## config.mk

```make
export PLATFORM = sky130hd
export DESIGN_NAME = seg_scan
export DESIGN_NICKNAME = d
export VERILOG_FILES = /design/src/rtl/seg_scan.sv
export SDC_FILE = /design/constraint.sdc
export NUM_CORES = 1
export LEC_CHECK = 0
export ABC_AREA = 1
export CAP_MARGIN = 40
export CORE_AREA = 2 2 84 86
export CTS_CLUSTER_DIAMETER = 30
export DETAILED_ROUTE_END_ITERATION = 8
export DIE_AREA = 0 0 86 88
export PLACE_DENSITY = 0.66
export REMOVE_ABC_BUFFERS = 1
export SLEW_MARGIN = 15
export SYNTH_ARGS = -nofsm -noshare
export SYNTH_HDL_FRONTEND = slang
export SYNTH_SLANG_ARGS = --single-unit
```

## constraint.sdc

```tcl
create_clock -name clk -period 2.7 [get_ports clk]
set_clock_uncertainty 0.05 [all_clocks]
set_input_delay 0.54 -clock clk [delete_from_list [all_inputs] [get_ports clk]]
set_output_delay 0.54 -clock clk [all_outputs]
set_load 0.02 [all_outputs]
```

## src/rtl/seg_scan.sv

```systemverilog
// Six-digit multiplexed seven-segment driver: per-frame input snapshot, optional
// leading-zero blanking and a dead interval at the start of every digit slot.
module seg_scan #(
  parameter int unsigned SCAN_DIV       = 50000,
  parameter int unsigned DEAD_CYCLES    = 500,
  parameter bit          SEG_ACTIVE_LOW = 1'b1,
  parameter bit          SEL_ACTIVE_LOW = 1'b1
) (
  input  logic        clk,
  input  logic        rst,
  input  logic [23:0] bcd,
  input  logic [5:0]  dp,
  input  logic        lz_en,
  output logic [7:0]  seg,
  output logic [5:0]  sel
);

  localparam int unsigned     DivW    = (SCAN_DIV > 1) ? $clog2(SCAN_DIV) : 1;
  localparam logic [DivW-1:0] DivMax  = DivW'(SCAN_DIV - 1);
  localparam logic [DivW-1:0] DeadEnd = DivW'(DEAD_CYCLES);
  localparam logic [7:0]      SegInv  = {8{SEG_ACTIVE_LOW}};
  localparam logic [5:0]      SelInv  = {6{SEL_ACTIVE_LOW}};

  logic [DivW-1:0]  div;
  logic [2:0]       idx;
  logic [23:0]      snap_bcd;
  logic [5:0]       snap_dp;
  logic             snap_lz;

  logic [5:0][3:0]  digits;
  logic [5:0]       blank_vec;
  logic [3:0]       digit;
  logic             blank;
  logic             dp_bit;
  logic [5:0]       onehot;
  logic [6:0]       glyph;
  logic             dead;
  logic             frame_start;
  logic [7:0]       seg_nxt;
  logic [5:0]       sel_nxt;

  assign digits      = snap_bcd;
  assign frame_start = (div == '0) && (idx == 3'd0);
  assign dead        = (div < DeadEnd);

  // Digit k is blanked when it and every digit to its left are zero; digit 0 never is.
  always_comb begin
    blank_vec = '0;
    for (int k = 1; k < 6; k++) begin
      blank_vec[k] = snap_lz && ((snap_bcd >> (4 * k)) == 24'd0);
    end
  end

  always_comb begin
    digit  = 4'd0;
    blank  = 1'b0;
    dp_bit = 1'b0;
    onehot = '0;
    for (int i = 0; i < 6; i++) begin
      if (idx == 3'(i)) begin
        digit     = digits[i];
        blank     = blank_vec[i];
        dp_bit    = snap_dp[i];
        onehot[i] = 1'b1;
      end
    end
  end

  always_comb begin
    unique case (digit)
      4'd0:    glyph = 7'h3F;
      4'd1:    glyph = 7'h06;
      4'd2:    glyph = 7'h5B;
      4'd3:    glyph = 7'h4F;
      4'd4:    glyph = 7'h66;
      4'd5:    glyph = 7'h6D;
      4'd6:    glyph = 7'h7D;
      4'd7:    glyph = 7'h07;
      4'd8:    glyph = 7'h7F;
      4'd9:    glyph = 7'h6F;
      default: glyph = 7'h40; // dash flags a non-BCD code
    endcase
  end

  always_comb begin
    seg_nxt = '0;
    sel_nxt = '0;
    if (!dead) begin
      seg_nxt = {dp_bit, blank ? 7'h00 : glyph};
      sel_nxt = onehot;
    end
  end

  always_ff @(posedge clk) begin
    if (rst) begin
      div      <= '0;
      idx      <= '0;
      snap_bcd <= '0;
      snap_dp  <= '0;
      snap_lz  <= 1'b0;
      seg      <= SegInv;
      sel      <= SelInv;
    end else begin
      if (frame_start) begin
        snap_bcd <= bcd;
        snap_dp  <= dp;
        snap_lz  <= lz_en;
      end
      if (div == DivMax) begin
        div <= '0;
        idx <= (idx == 3'd5) ? 3'd0 : idx + 3'd1;
      end else begin
        div <= div + DivW'(1);
      end
      seg <= SegInv ^ seg_nxt;
      sel <= SelInv ^ sel_nxt;
    end
  end

endmodule

```

==> impl_metrics.yaml <==
power:
  seqPwrFrac_pct: 46.5
  switchingPower_w: 0.000585
  leakage_nw: 1.52
  ir_drop_v: 0.000318
  powerDensity_nw_per_um2: 600
  p_clk_share_pct: 40.6
  power.share.switching_pct: 26.2
  intPower_w: 0.00165
  combPwrFrac_pct: 13.0
die:
  start_util_pct: 44.8
  num_rows: 30
  dieArea_um2: 7570
  die_x_um: 86
  die_h_um: 88
  core_area_um2: 6640
  num_io_pins: 47
synthesis:
  syn_inst: 407
  synth.most_common_cell: "nand2_1"
  yosys.area_share.simple_pct: 25.1
  ys_seq_area_share_pct: 43.0
  yosysWarnings: 0
  synthArstFlopShare_pct: 0
  synth_cell_types: 39
  ys.flop_type: "dfxtp_1"
  synthAdderAreaFrac_pct: 2.52
  muxShareOfSynthArea_pct: 0
  synth_top_family_by_area: "simple AND/OR/NAND/NOR gates"
  netlist_top_cells_area: "dfxtp_1, nand2_1, a21oi_1"
  synthXorXnorAreaFrac_pct: 0.882
  syn_area_per_cell_um2: 7.32
  ys_ff_latch: 64
  synth_top_area_share_pct: 43.0
  synth_edf_count: 0
  netlist_area_um2: 2980
  synth_largest_area_cell: "dfxtp_1"
  synth_compound_area_share_pct: 17.9
  synth_commonest_cells: "nand2_1, dfxtp_1, inv_1"
clock_network:
  clock_path_buffers: 2
  cts_sinks: 64
  cts_root_buffer: "clkbuf_8"
  numCtsBuffers: 9
  post_cts_buffers: 0
  clkTransAtPathRegs_ns: 0.07
  clk_latency_ns: 0.34
  htreeDepth: 3
  hold_buffers: 0
  cts_tree: "built"
  cts.repair.resized: 0
routing:
  drc: 0
  wl_per_cell_um: 11.8
  drt_iter0_drc: 126
  avgViaCountPerCell: 4.88
  final_antenna_net_count: 0
  vias: 2631
  drtPass1Iterations: 4
  wl_um: 6340
finish:
  drive_gt1_share_pct: 10.9
  synthToLayoutAreaGrowth_pct: 24.9
  final_nets: 493
  num_antenna_cells: 0
setup_path:
  crit_family: "adder cells"
  cp.required_ns: 2.94
  timing.rr.end: "seg[1]"
  arrival_ns: 2.33
  slowest_stage: "dfxtp_1"
  cp_max_fo: 9
  path_common_cell: "nand2_1"
  ff2ff_setup_slack_ns: 0.61
  setup.worst_path.class: "reg -> reg"
  rr_worst_depth: 11
  crit_path_max_incr_delay_ns: 0.53
  worstPathCellList: "nand2_1, inv_1, ha_1, a21oi_1, nand2_1, nand2_1, o21ai_2, inv_2, ha_1, or2_0, nand2_1"
  timing.critical_path.buf_inv: 2
  r2r_start: "idx[0]"
  crit_start: "idx[0]"
  endpoint_kind: "flop"
  cp-start-kind: "flop"
hold_path:
  hold_end: "snap_dp[3]"
  worstHoldPathType: "reg -> reg"
  hp-start: "snap_dp[3]"
  min_path_cells: 2
global_route:
  grt_pass1_wl_um: 11000
  grt_pass1_vias: 2583
  grt_max_degree: 63
  grt_use_total_pct: 18.2
  gr-total-overflow: 0
  antenna_found_initial: 0
sta:
  relSlewSlack_pct: 63.8
  max_freq_mhz: 479
  period_needed_ns: 2.09
  holdWs_ns: 0.402
  setup_tns_ns: 0
  tightest_slew_ns: 0.542
  finalCritPeriodShare_pct: 77.4
  setup_viol_count_final: 0
  hold_viol_final: 0
  rsz0062_at_grt: "no"
  slew_violations: 0
placed_design:
  dp_hpwl_um: 4520
  gp_congestion: 0.862
  numPortBuffers: 46
flow_run:
  maxCapViolations: 0
run_status:
  status: "finished, final reports clean"
## power by group through the flow
stage | sequential (W) | combinational (W) | clock, W
after CTS | 0.00104 | 0.000291 | 0.000918
after detailed placement | 0.00106 | 0.000289 | 0
after global routing | 0.00104 | 0.000332 | 0.000961
after floorplan | 0.00105 | 0.000189 | 0
after global placement | 0.00106 | 0.000284 | 0
final | 0.00104 | 0.000289 | 0.000905
## per-layer routing
metal  part of all wire [%]  wire length (µm)  vias up  GRT usage [%]
met5                      0                 0        -              0
met4                    1.9               120        0           7.65
li1                       -                 -     1401              -
met1                     49              3110     1170           22.6
met2                     45              2860       47           30.9
met3                    4.0               255       13           3.58
## cell usage in the layout, fill, tap and decap left out, types with 4 or more instances in the layout
cell type,n
nand2_1,81
dfxtp_1,64
inv_1,60
a21oi_1,51
clkdlybuf4s50_1,46
o21ai_0,32
nor2_1,22
nand3_1,14
nor3_1,11
clkbuf_8,9
inv_2,8
ha_1,6
o21ai_1,5
nand4_1,4
## area by class of cell
type | instances | area [µm²]
Clock buffer | 9 | 124
Clock inverter | 7 | 96.3
Fill cell | 642 | 2920
Inverter | 68 | 255
Multi-Input combinational cell | 262 | 1380
Sequential cell | 64 | 1280
Tap cell | 80 | 100
Timing Repair Buffer | 49 | 483
## flip-flops by register name, indices dropped and copies added (netlist names)
register  cells
idx           3
seg           8
snap_lz       1
div          16
snap_dp       6
sel           6
digits       24
## worst reg2reg max path, delay by kind of cell (launching register included)
family          cells  cell delay [ns]
fa+ha+maj           2             0.60
buf+inv             2             0.15
flops               1             0.53
simple gates        5             0.50
compound gates      2             0.20
## kinds of logic after synthesis
| kind of cell | Yosys count |
|---|---|
| xor gates and xnor gates | 3 |
| buffers and inverters | 81 |
| DFF | 64 |
| adders and majority gates | 6 |
| AOI/OAI and AO/OA | 99 |
| and+or+nand+nor | 154 |
## metrics by stage
stage               std cells  total power [W]  utilization [%]  worst slack (ns)  cell area [µm²]
global route              539          0.00234             56.0             0.359             3720
detailed placement        523          0.00135             52.7             0.624             3500
global placement          523          0.00134             52.7             0.653             3500
floorplan                 394          0.00124                -             0.502             2920
CTS                       539          0.00224             56.0             0.606             3720
finish                    539          0.00223             56.0             0.611             3720
## worst max-delay path by stage
stage,cells after the start,slack (ns),endpoint
global route,13,0.36,seg[3]
finish,11,0.61,seg[1]
global placement,11,0.65,seg[1]
floorplan,6,0.50,digits[0]
CTS,11,0.61,seg[1]
detailed placement,11,0.62,seg[1]
Note: power is estimated with default switching activity, not from simulation.
